[config.mk]
export PLATFORM = sky130hd
export DESIGN_NAME = rf_writeback
export DESIGN_NICKNAME = d
export VERILOG_FILES = /design/src/rtl/rf_writeback.sv
export SDC_FILE = /design/constraint.sdc
export NUM_CORES = 1
export LEC_CHECK = 0
export ABC_AREA = 1
export CORE_AREA = 2 2 122 124
export CTS_BUF_LIST = sky130_fd_sc_hd__clkbuf_8
export DETAILED_ROUTE_END_ITERATION = 7
export DIE_AREA = 0 0 124 126
export GPL_ROUTABILITY_DRIVEN = 1
export MAX_ROUTING_LAYER = met4
export PLACE_DENSITY = 0.79
export RECOVER_POWER = 50
export SETUP_SLACK_MARGIN = 0.15
export SYNTH_ARGS = -nofsm -noshare
export SYNTH_HDL_FRONTEND = slang
export SYNTH_SLANG_ARGS = --single-unit
[constraint.sdc]
create_clock -name clk -period 3.3 [get_ports clk]
set_input_delay 0.66 -clock clk [delete_from_list [all_inputs] [get_ports clk]]
set_output_delay 0.66 -clock clk [all_outputs]
set_load 0.01 [all_outputs]
[src/rtl/rf_writeback.sv]
// Regfile write-port driver: selects ALU / load / PC+4 result, waits for loads, extracts sub-words.
// Latency 1 cycle from accept (or load response) to we; wb_ready low while a load is outstanding.
module rf_writeback #(
    parameter int MEM_TIMEOUT = 16
) (
    input  logic        clk,
    input  logic        reset,
    input  logic        wb_valid,
    output logic        wb_ready,
    input  logic        wb_reg_write,
    input  logic [4:0]  wb_rd,
    input  logic [1:0]  wb_mem_to_reg,
    input  logic [31:0] wb_alu_result,
    input  logic [31:0] wb_pc_plus4,
    input  logic [2:0]  wb_funct3,
    input  logic [1:0]  wb_addr_lo,
    input  logic        mem_rsp_valid,
    input  logic [31:0] mem_rsp_data,
    output logic        we,
    output logic [4:0]  rd_addr,
    output logic [31:0] w_data,
    output logic        err,
    output logic [31:0] instret
);

    localparam int CW = $clog2(MEM_TIMEOUT);
    localparam logic [CW-1:0] TMO_LAST = CW'(MEM_TIMEOUT - 1);

    typedef enum logic {IDLE, WAIT_MEM} state_t;

    state_t        state_q, state_d;
    logic [CW-1:0] cnt_q, cnt_d;
    logic          we_q, we_d;
    logic [4:0]    rd_addr_q, rd_addr_d;
    logic [31:0]   w_data_q, w_data_d;
    logic          err_q, err_d;
    logic [31:0]   instret_q, instret_d;
    logic [4:0]    ld_rd_q, ld_rd_d;
    logic          ld_rw_q, ld_rw_d;
    logic [2:0]    ld_f3_q, ld_f3_d;
    logic [1:0]    ld_lo_q, ld_lo_d;

    logic          accept;
    logic [7:0]    ld_byte;
    logic [15:0]   ld_half;
    logic [31:0]   ld_data;
    logic          ld_ok;

    assign wb_ready = (state_q == IDLE) && reset;
    assign accept   = wb_valid && wb_ready;

    always_ff @(posedge clk) begin
        if (!reset) begin
            state_q   <= IDLE;
            cnt_q     <= '0;
            we_q      <= 1'b0;
            rd_addr_q <= '0;
            w_data_q  <= '0;
            err_q     <= 1'b0;
            instret_q <= '0;
            ld_rd_q   <= '0;
            ld_rw_q   <= 1'b0;
            ld_f3_q   <= '0;
            ld_lo_q   <= '0;
        end else begin
            state_q   <= state_d;
            cnt_q     <= cnt_d;
            we_q      <= we_d;
            rd_addr_q <= rd_addr_d;
            w_data_q  <= w_data_d;
            err_q     <= err_d;
            instret_q <= instret_d;
            ld_rd_q   <= ld_rd_d;
            ld_rw_q   <= ld_rw_d;
            ld_f3_q   <= ld_f3_d;
            ld_lo_q   <= ld_lo_d;
        end
    end

    always_comb begin
        state_d = state_q;
        cnt_d   = '0;
        case (state_q)
            IDLE: begin
                if (accept && wb_mem_to_reg == 2'b01) state_d = WAIT_MEM;
            end
            WAIT_MEM: begin
                cnt_d = cnt_q + 1'b1;
                if (mem_rsp_valid || cnt_q == TMO_LAST) begin
                    state_d = IDLE;
                    cnt_d   = '0;
                end
            end
            default: state_d = IDLE;
        endcase
    end

    // Sub-word extraction from the raw aligned response word
    always_comb begin
        case (ld_lo_q)
            2'd0:    ld_byte = mem_rsp_data[7:0];
            2'd1:    ld_byte = mem_rsp_data[15:8];
            2'd2:    ld_byte = mem_rsp_data[23:16];
            default: ld_byte = mem_rsp_data[31:24];
        endcase
        ld_half = ld_lo_q[1] ? mem_rsp_data[31:16] : mem_rsp_data[15:0];
        ld_ok   = 1'b1;
        case (ld_f3_q)
            3'b000:  ld_data = {{24{ld_byte[7]}}, ld_byte};
            3'b001:  ld_data = {{16{ld_half[15]}}, ld_half};
            3'b010:  ld_data = mem_rsp_data;
            3'b100:  ld_data = {24'd0, ld_byte};
            3'b101:  ld_data = {16'd0, ld_half};
            default: begin
                ld_data = '0;
                ld_ok   = 1'b0;
            end
        endcase
    end

    always_comb begin
        we_d      = 1'b0;
        rd_addr_d = rd_addr_q;
        w_data_d  = w_data_q;
        err_d     = err_q;
        instret_d = instret_q;
        ld_rd_d   = ld_rd_q;
        ld_rw_d   = ld_rw_q;
        ld_f3_d   = ld_f3_q;
        ld_lo_d   = ld_lo_q;
        case (state_q)
            IDLE: begin
                if (accept) begin
                    case (wb_mem_to_reg)
                        2'b00, 2'b10: begin
                            we_d      = wb_reg_write && (wb_rd != 5'd0);
                            instret_d = instret_q + 32'd1;
                            if (we_d) begin
                                rd_addr_d = wb_rd;
                                w_data_d  = wb_mem_to_reg[1] ? wb_pc_plus4 : wb_alu_result;
                            end
                        end
                        2'b01: begin
                            ld_rd_d = wb_rd;
                            ld_rw_d = wb_reg_write;
                            ld_f3_d = wb_funct3;
                            ld_lo_d = wb_addr_lo;
                        end
                        default: begin
                            err_d     = 1'b1;
                            instret_d = instret_q + 32'd1;
                        end
                    endcase
                end
            end
            WAIT_MEM: begin
                if (mem_rsp_valid) begin
                    instret_d = instret_q + 32'd1;
                    if (ld_ok) begin
                        we_d = ld_rw_q && (ld_rd_q != 5'd0);
                        if (we_d) begin
                            rd_addr_d = ld_rd_q;
                            w_data_d  = ld_data;
                        end
                    end else begin
                        err_d = 1'b1;
                    end
                end else if (cnt_q == TMO_LAST) begin
                    // Abandoned load: flag it but do not count it as retired
                    err_d = 1'b1;
                end
            end
            default: ;
        endcase
    end

    assign we      = we_q;
    assign rd_addr = rd_addr_q;
    assign w_data  = w_data_q;
    assign err     = err_q;
    assign instret = instret_q;

endmodule

==> results of run 1 <==
-- synth_stat cells, drive strengths merged --
cell    count
clkbuf     23
dfxtp      87
nor3       12
inv        92
ha          2
nand2     216
xor2        6
and3        1
nand3      38
o21ai     151
buf        25
a21oi      77
nand4       4
o211ai      1
nor2      232
clkinv      1
xnor2       2
-- per-layer routing --
layer / global-route usage / wire, um / up-vias
met5: - / 0 / -
met4: 0.1143 / 798 / 0
met3: 0.05027 / 1374 / 53
met2: 0.4392 / 9330 / 286
met1: 0.3085 / 8067 / 2960
li1: - / - / 3401
-- through the flow --
step	cells	util	setup slack (ps)	hold WS [ps]	power (uW)
floorplan	970	-	1628	417.5	1320
global placement	1301	0.5265	801.4	432.5	1563
detailed placement	1301	0.5265	780.2	478.9	1564
CTS	1317	0.5420	964.8	492.1	2414
global route	1319	0.5413	548.4	506.5	2498
finish	1319	0.5413	822.6	483.7	2389
-- sequential cells by signal (all words and copies together), names as in the netlist --
signal   count
instret     32
w_data      32
ld_rd_q      5
rd_addr      5
cnt_q        4
ld_f3_q      3
ld_lo_q      2
err          1
ld_rw_q      1
state_q      1
we           1
-- worst max-delay path: stages --
cell,delay (ps)
dlygate4sd3_1,590
inv_1,80
nand2_1,80
nand3_1,70
nand2_1,460
inv_2,310
nor2_1,270
o21ai_0,110
a21oi_1,140
-- where the power goes --
part	internal, uW	leakage, uW	switching [uW]
Combinational	211	0.00227	228
Clock	445	0.000114	409
Sequential	1070	0.000705	22.6
Total	1730	0.00309	659
-- layout make-up --
cell class	instances	area, um2	share of cell area
multi-input combinational	742	3273	0.4225
sequential	87	1742	0.2248
clock inverter	6	85.08	0.01098
timing repair buffer	195	1926	0.2485
clock buffer	10	137.6	0.01776
antenna	2	5.005	0.0006460
tap	184	230.2	0.02972
inverter	93	349.1	0.04506
-- kinds of logic (layout without fill, tap and decap cells) --
logic type / after synthesis / after routing
AOI/OAI and AO/OA: 229 / 229
and+or+nand+nor: 503 / 503
xor gates and xnor gates: 8 / 8
buffers and inverters: 141 / 304
DFF: 87 / 87
other: 0 / 2
adders and majority gates: 2 / 2
-- how the worst min path moves through the flow --
stage,start,end
after global routing,err$_SDFFE_PN0P_,err$_SDFFE_PN0P_
after floorplan,cnt_q[0]$_SDFF_PP0_,cnt_q[0]$_SDFF_PP0_
after global placement,cnt_q[0]$_SDFF_PP0_,cnt_q[0]$_SDFF_PP0_
after CTS,cnt_q[0]$_SDFF_PP0_,cnt_q[0]$_SDFF_PP0_
after detailed placement,cnt_q[0]$_SDFF_PP0_,cnt_q[0]$_SDFF_PP0_
final,cnt_q[0]$_SDFF_PP0_,cnt_q[0]$_SDFF_PP0_
==> results.toml, run 1 <==
[layout]
layout_commonest_cell = "nor2_1"
final_nets = 1243
fill_cells = 1492
layout_common_cells = "nor2_1 (229), nand2_1 (210), clkdlybuf4s50_1 (139)"
design_area_um2 = 7747
syn_to_final_growth_pct = 37.94
drive_above_1_share = 0.04237

[cts]
cts_buffers = 9
htreeDepth = 3
cts.sinks = 87
hold_buffers = 0
ctsResizeCount = 0
clock_path_buffers = 2
path_clk_slew_ps = 90
cts_tree = "built"
cts_setup_buffers = 0
clk_latency_ps = 370
clockRootBuffer = "clkbuf_8"

[routing]
viasPerCell = 5.080
drt-total-wl_um = 19570
wl_per_cell_um = 14.84
postRouteAntennaNets = 0
via_count = 6700
drt-pass1-iter-count = 6
drc = 0
drt_iter0_drc = 532

[critical_path]
ff2ff_setup_slack_ps = 930
worst_r2r_path_depth = 7
worstSetupStartpoint = "wb_mem_to_reg[1]"
cp.required_ps = 3600
startpoint_type = "primary input"
r2r_end = "w_data[8]$_SDFFE_PN0P_"
cp_max_fo = 20
reg2reg_from = "ld_f3_q[2]$_SDFFE_PN0P_"
cp-end-kind = "register"
path_class = "primary input to register"
worstSetupEndpoint = "instret[4]$_SDFFE_PN0P_"
crit_arrival_ps = 2780

[timing]
worst_pin_slew_ps = 941.2
relSlewSlack = 0.3725
fin_crit_sh = 0.7507
fmax_mhz = 403.7
finalHoldViolations = 0
layout_min_cycle_time_ps = 2477
setup_viol = 0
clock_skew_ps = 9.484
maxSlewViolCount = 0
tns_ps = 0
rsz0062_at_grt = "no"

[die]
initial_core_util = 0.3924
die-area_um2 = 15620
fp-row-count = 44
die_h_um = 126
io_pins = 185
die_x_um = 124
core_area_um2 = 14310

[power]
leakagePower_uw = 0.003091
powerDensity_nw_per_um2 = 308.3
vdd.ir_drop.worst_mv = 0.1771

[yosys]
syn_area_um2 = 5617
synth.largest_area_cell = "dfxtp_1"
synth_fp_nets = 1085
synth_adder_area_share = 0.004455
yosysSeqAreaShare = 0.3101
ys_top_cells_by_area = "dfxtp_1 (31%), nor2_1 (15%), nand2_1 (14%)"
synth_top_family_by_area = "simple AND/OR/NAND/NOR gates"
yosys_warnings = 0
syn_inst = 970
avgSynthCellArea_um2 = 5.790
yosysTopAreaCellShare = 0.3101
ys_seq_elements = 87
synth_xor_area_frac = 0.01247
synth_mux_area_frac = 0
yosys.area_share.simple = 0.3571
yosysUniqueCellTypes = 28
synth_compound_area_frac = 0.2105

[job]
cap_violations = 0

[placement]
dp_hpwl_um = 14920
port_buffers = 184
placed_area_um2 = 7536
routabilityCongestion = 0.9647

[grt]
grt_pass1_vias = 6444
antenna_found_initial = 2
grt_pass1_wl_um = 31480
grtUsageTotal = 0.2643
grt_max_degree = 70
gr-total-overflow = 0

[worst_hold_path]
hold_path.class = "register to register"
whs_path_depth = 1

[status]
status = "finished clean"
Note: power is estimated with default switching activity, not from simulation.
==> inputs of run 2 (changes only) <==
--- a/config.mk
+++ b/config.mk
@@ -12,7 +12,7 @@
 export DIE_AREA = 0 0 124 126
 export GPL_ROUTABILITY_DRIVEN = 1
 export MAX_ROUTING_LAYER = met4
-export PLACE_DENSITY = 0.79
+export PLACE_DENSITY = 0.82
 export RECOVER_POWER = 50
 export SETUP_SLACK_MARGIN = 0.15
 export SYNTH_ARGS = -nofsm -noshare
==> constraint.sdc (replaced) <==
create_clock -name clk -period 2.2 [get_ports clk]
set_input_delay 0.44 -clock clk [delete_from_list [all_inputs] [get_ports clk]]
set_output_delay 0.44 -clock clk [all_outputs]
set_load 0.01 [all_outputs]
==> run 2 against run 1 <==
Compared with the run above:
- cell count rose by 0.91%
- routed wire length rose by 0.74%
- clock-buffer cell count did not move
- clock power rose by 20%
- sequential power rose by 49%
- flip-flop and latch count did not move
- sequential share of layout area fell by 0.17 points
- worst setup slack got worse by 580 ps
- via count rose by 2.2%
- largest power group unchanged
==> results.toml, run 2 (synthesized netlist as in run 1, its figures left out) <==
[routing]
drt_iter0_drc = 618
drc = 0
via_count = 6846
drt-total-wl_um = 19720
drt-pass1-iter-count = 5
postRouteAntennaNets = 0
wl_per_cell_um = 14.81
viasPerCell = 5.144

[grt]
grtUsageTotal = 0.2665
met1_usage = 0.3116
grtUsageMet3 = 0.06884
grt_util_met2 = 0.4292
grt_pass1_vias = 6455
antenna_found_initial = 1
grt_pass1_wl_um = 31520
grt_max_degree = 61
gr-total-overflow = 0
grt.busiest_layer = "met2"

[cts]
ctsResizeCount = 0
path_clk_slew_ps = 90
cts.sinks = 87
cts_setup_buffers = 0
htreeDepth = 3
cts_buffers = 9
cts_tree = "built"
hold_buffers = 0
clock_path_buffers = 2
clockRootBuffer = "clkbuf_8"
clk_latency_ps = 370

[power]
pwr-share-clk = 0.305
seqPwrFrac = 0.489
p_switching_uw = 979.2
leakagePower_uw = 0.003110
intPower_uw = 2371
power_frac_comb = 0.206
vdd.ir_drop.worst_mv = 0.2965
powerDensity_nw_per_um2 = 429.2
finalPower_uw = 3350
netSwitchingFraction = 0.2923

[die]
die_h_um = 126
io_pins = 185
core_area_um2 = 14310
fp-row-count = 44
die_x_um = 124
initial_core_util = 0.3924
die-area_um2 = 15620

[timing]
relSlewSlack = 0.6336
worst_pin_slew_ps = 549.6
hold_ws_ps = 458.3
tns_ps = 0
layout_min_cycle_time_ps = 1961
setup_viol = 0
fmax_mhz = 509.9
rsz0062_at_grt = "no"
fin_crit_sh = 0.8915
finalHoldViolations = 0
maxSlewViolCount = 0
clock_skew_ps = 8.854

[critical_path]
max_stage_delay_ps = 580
timing.critical_path.mode_cell = "nand2_1"
crit_chain = "dlygate4sd3_1 > inv_1 > nand2_1 > nand3_1 > nand2_1 > clkbuf_2 > nand2_1 > xor2_1 > nor2_1"
startpoint_type = "primary input"
crit_family = "buffers and inverters"
cp_num_buf_inv = 3
path_class = "primary input to register"
cp.required_ps = 2460
reg2reg_from = "state_q$_SDFF_PN0_"
ff2ff_setup_slack_ps = 300
cp-end-kind = "register"
cp_max_fo = 14
crit_arrival_ps = 2220
r2r_end = "w_data[31]$_SDFFE_PN0P_"
cp_slowest_cell = "dlygate4sd3_1"
worst_r2r_path_depth = 7

[status]
status = "finished clean"

[placement]
routabilityCongestion = 0.9802
placed_area_um2 = 7666
port_buffers = 184
dp_hpwl_um = 15220

[layout]
design_area_um2 = 7805
syn_to_final_growth_pct = 38.96
final_nets = 1257
drive_above_1_share = 0.05148
post-route-util = 0.5453
layout_commonest_cell = "nor2_1"
layout_common_cells = "nor2_1 (228), nand2_1 (210), clkdlybuf4s50_1 (147)"

[worst_hold_path]
hold_path.class = "register to register"
whs_path_depth = 1
min_from = "cnt_q[0]$_SDFF_PP0_"
hold_path_end = "cnt_q[0]$_SDFF_PP0_"

[job]
cap_violations = 0
==> run 2: cell count changes in the layout (fill, tap and decap cells not counted), sizes merged <==
cell / before / now
buf: 10 / 21
dlygate4sd3: 44 / 36
clkbuf: 12 / 15
inv: 93 / 92
diode: 2 / 1
clkdlybuf4s50: 139 / 147
bufinv: 2 / 0
clkinv: 3 / 5
==> run 2: layer usage <==
| layer | wire length [um] | vias to the layer above |
|---|---|---|
| li1 | - | 3437 |
| met5 | 0 | - |
| met2 | 9291 | 318 |
| met1 | 7825 | 3030 |
| met3 | 1722 | 61 |
| met4 | 877 | 0 |
==> run 2: layout make-up <==
cell class	count	area [um2]
fill	1478	6509
multi-input combinational	742	3281
timing repair buffer	209	2037
sequential	87	1742
inverter	93	349.1
tap	184	230.2
clock buffer	10	137.6
clock inverter	5	26.28
antenna	1	2.502
==> run 2: through the flow <==
stage / setup slack (ps) / cells
final: 238.8 / 1331
after global routing: 112.4 / 1331
after CTS: 271.1 / 1330
after detailed placement: 92.47 / 1315
after floorplan: 611.4 / 970
after global placement: 112.2 / 1315
==> run 2: power groups by stage <==
| stage | Clock, uW | Combinational (uW) | Sequential (uW) |
|---|---|---|---|
| 4_1_cts | 1050 | 703 | 1640 |
| 2_1_floorplan | 0 | 300 | 1680 |
| 6_report | 1020 | 690 | 1640 |
| 5_1_grt | 1110 | 758 | 1640 |
| 3_5_place_dp | 0 | 702 | 1670 |
| 3_3_place_gp | 0 | 698 | 1670 |
==> run 2: worst max-delay path by stage <==
stage,from,end,cells after the start
2_1_floorplan,instret[0]$_SDFFE_PN0P_,instret[24]$_SDFFE_PN0P_,8
3_3_place_gp,mem_rsp_valid,w_data[23]$_SDFFE_PN0P_,9
3_5_place_dp,mem_rsp_valid,w_data[23]$_SDFFE_PN0P_,9
4_1_cts,instret[17]$_SDFFE_PN0P_,instret[17],1
5_1_grt,state_q$_SDFF_PN0_,cnt_q[2]$_SDFF_PP0_,6
6_report,wb_mem_to_reg[1],instret[11]$_SDFFE_PN0P_,9
==> inputs of run 3 (changes only) <==
--- a/config.mk
+++ b/config.mk
@@ -8,6 +8,7 @@
 export ABC_AREA = 1
 export CORE_AREA = 2 2 122 124
 export CTS_BUF_LIST = sky130_fd_sc_hd__clkbuf_8
+export CTS_CLUSTER_DIAMETER = 100
 export DETAILED_ROUTE_END_ITERATION = 7
 export DIE_AREA = 0 0 124 126
 export GPL_ROUTABILITY_DRIVEN = 1
==> results of run 3 <==
No change in the layout: final DEF, timing and power equal those of run 2.
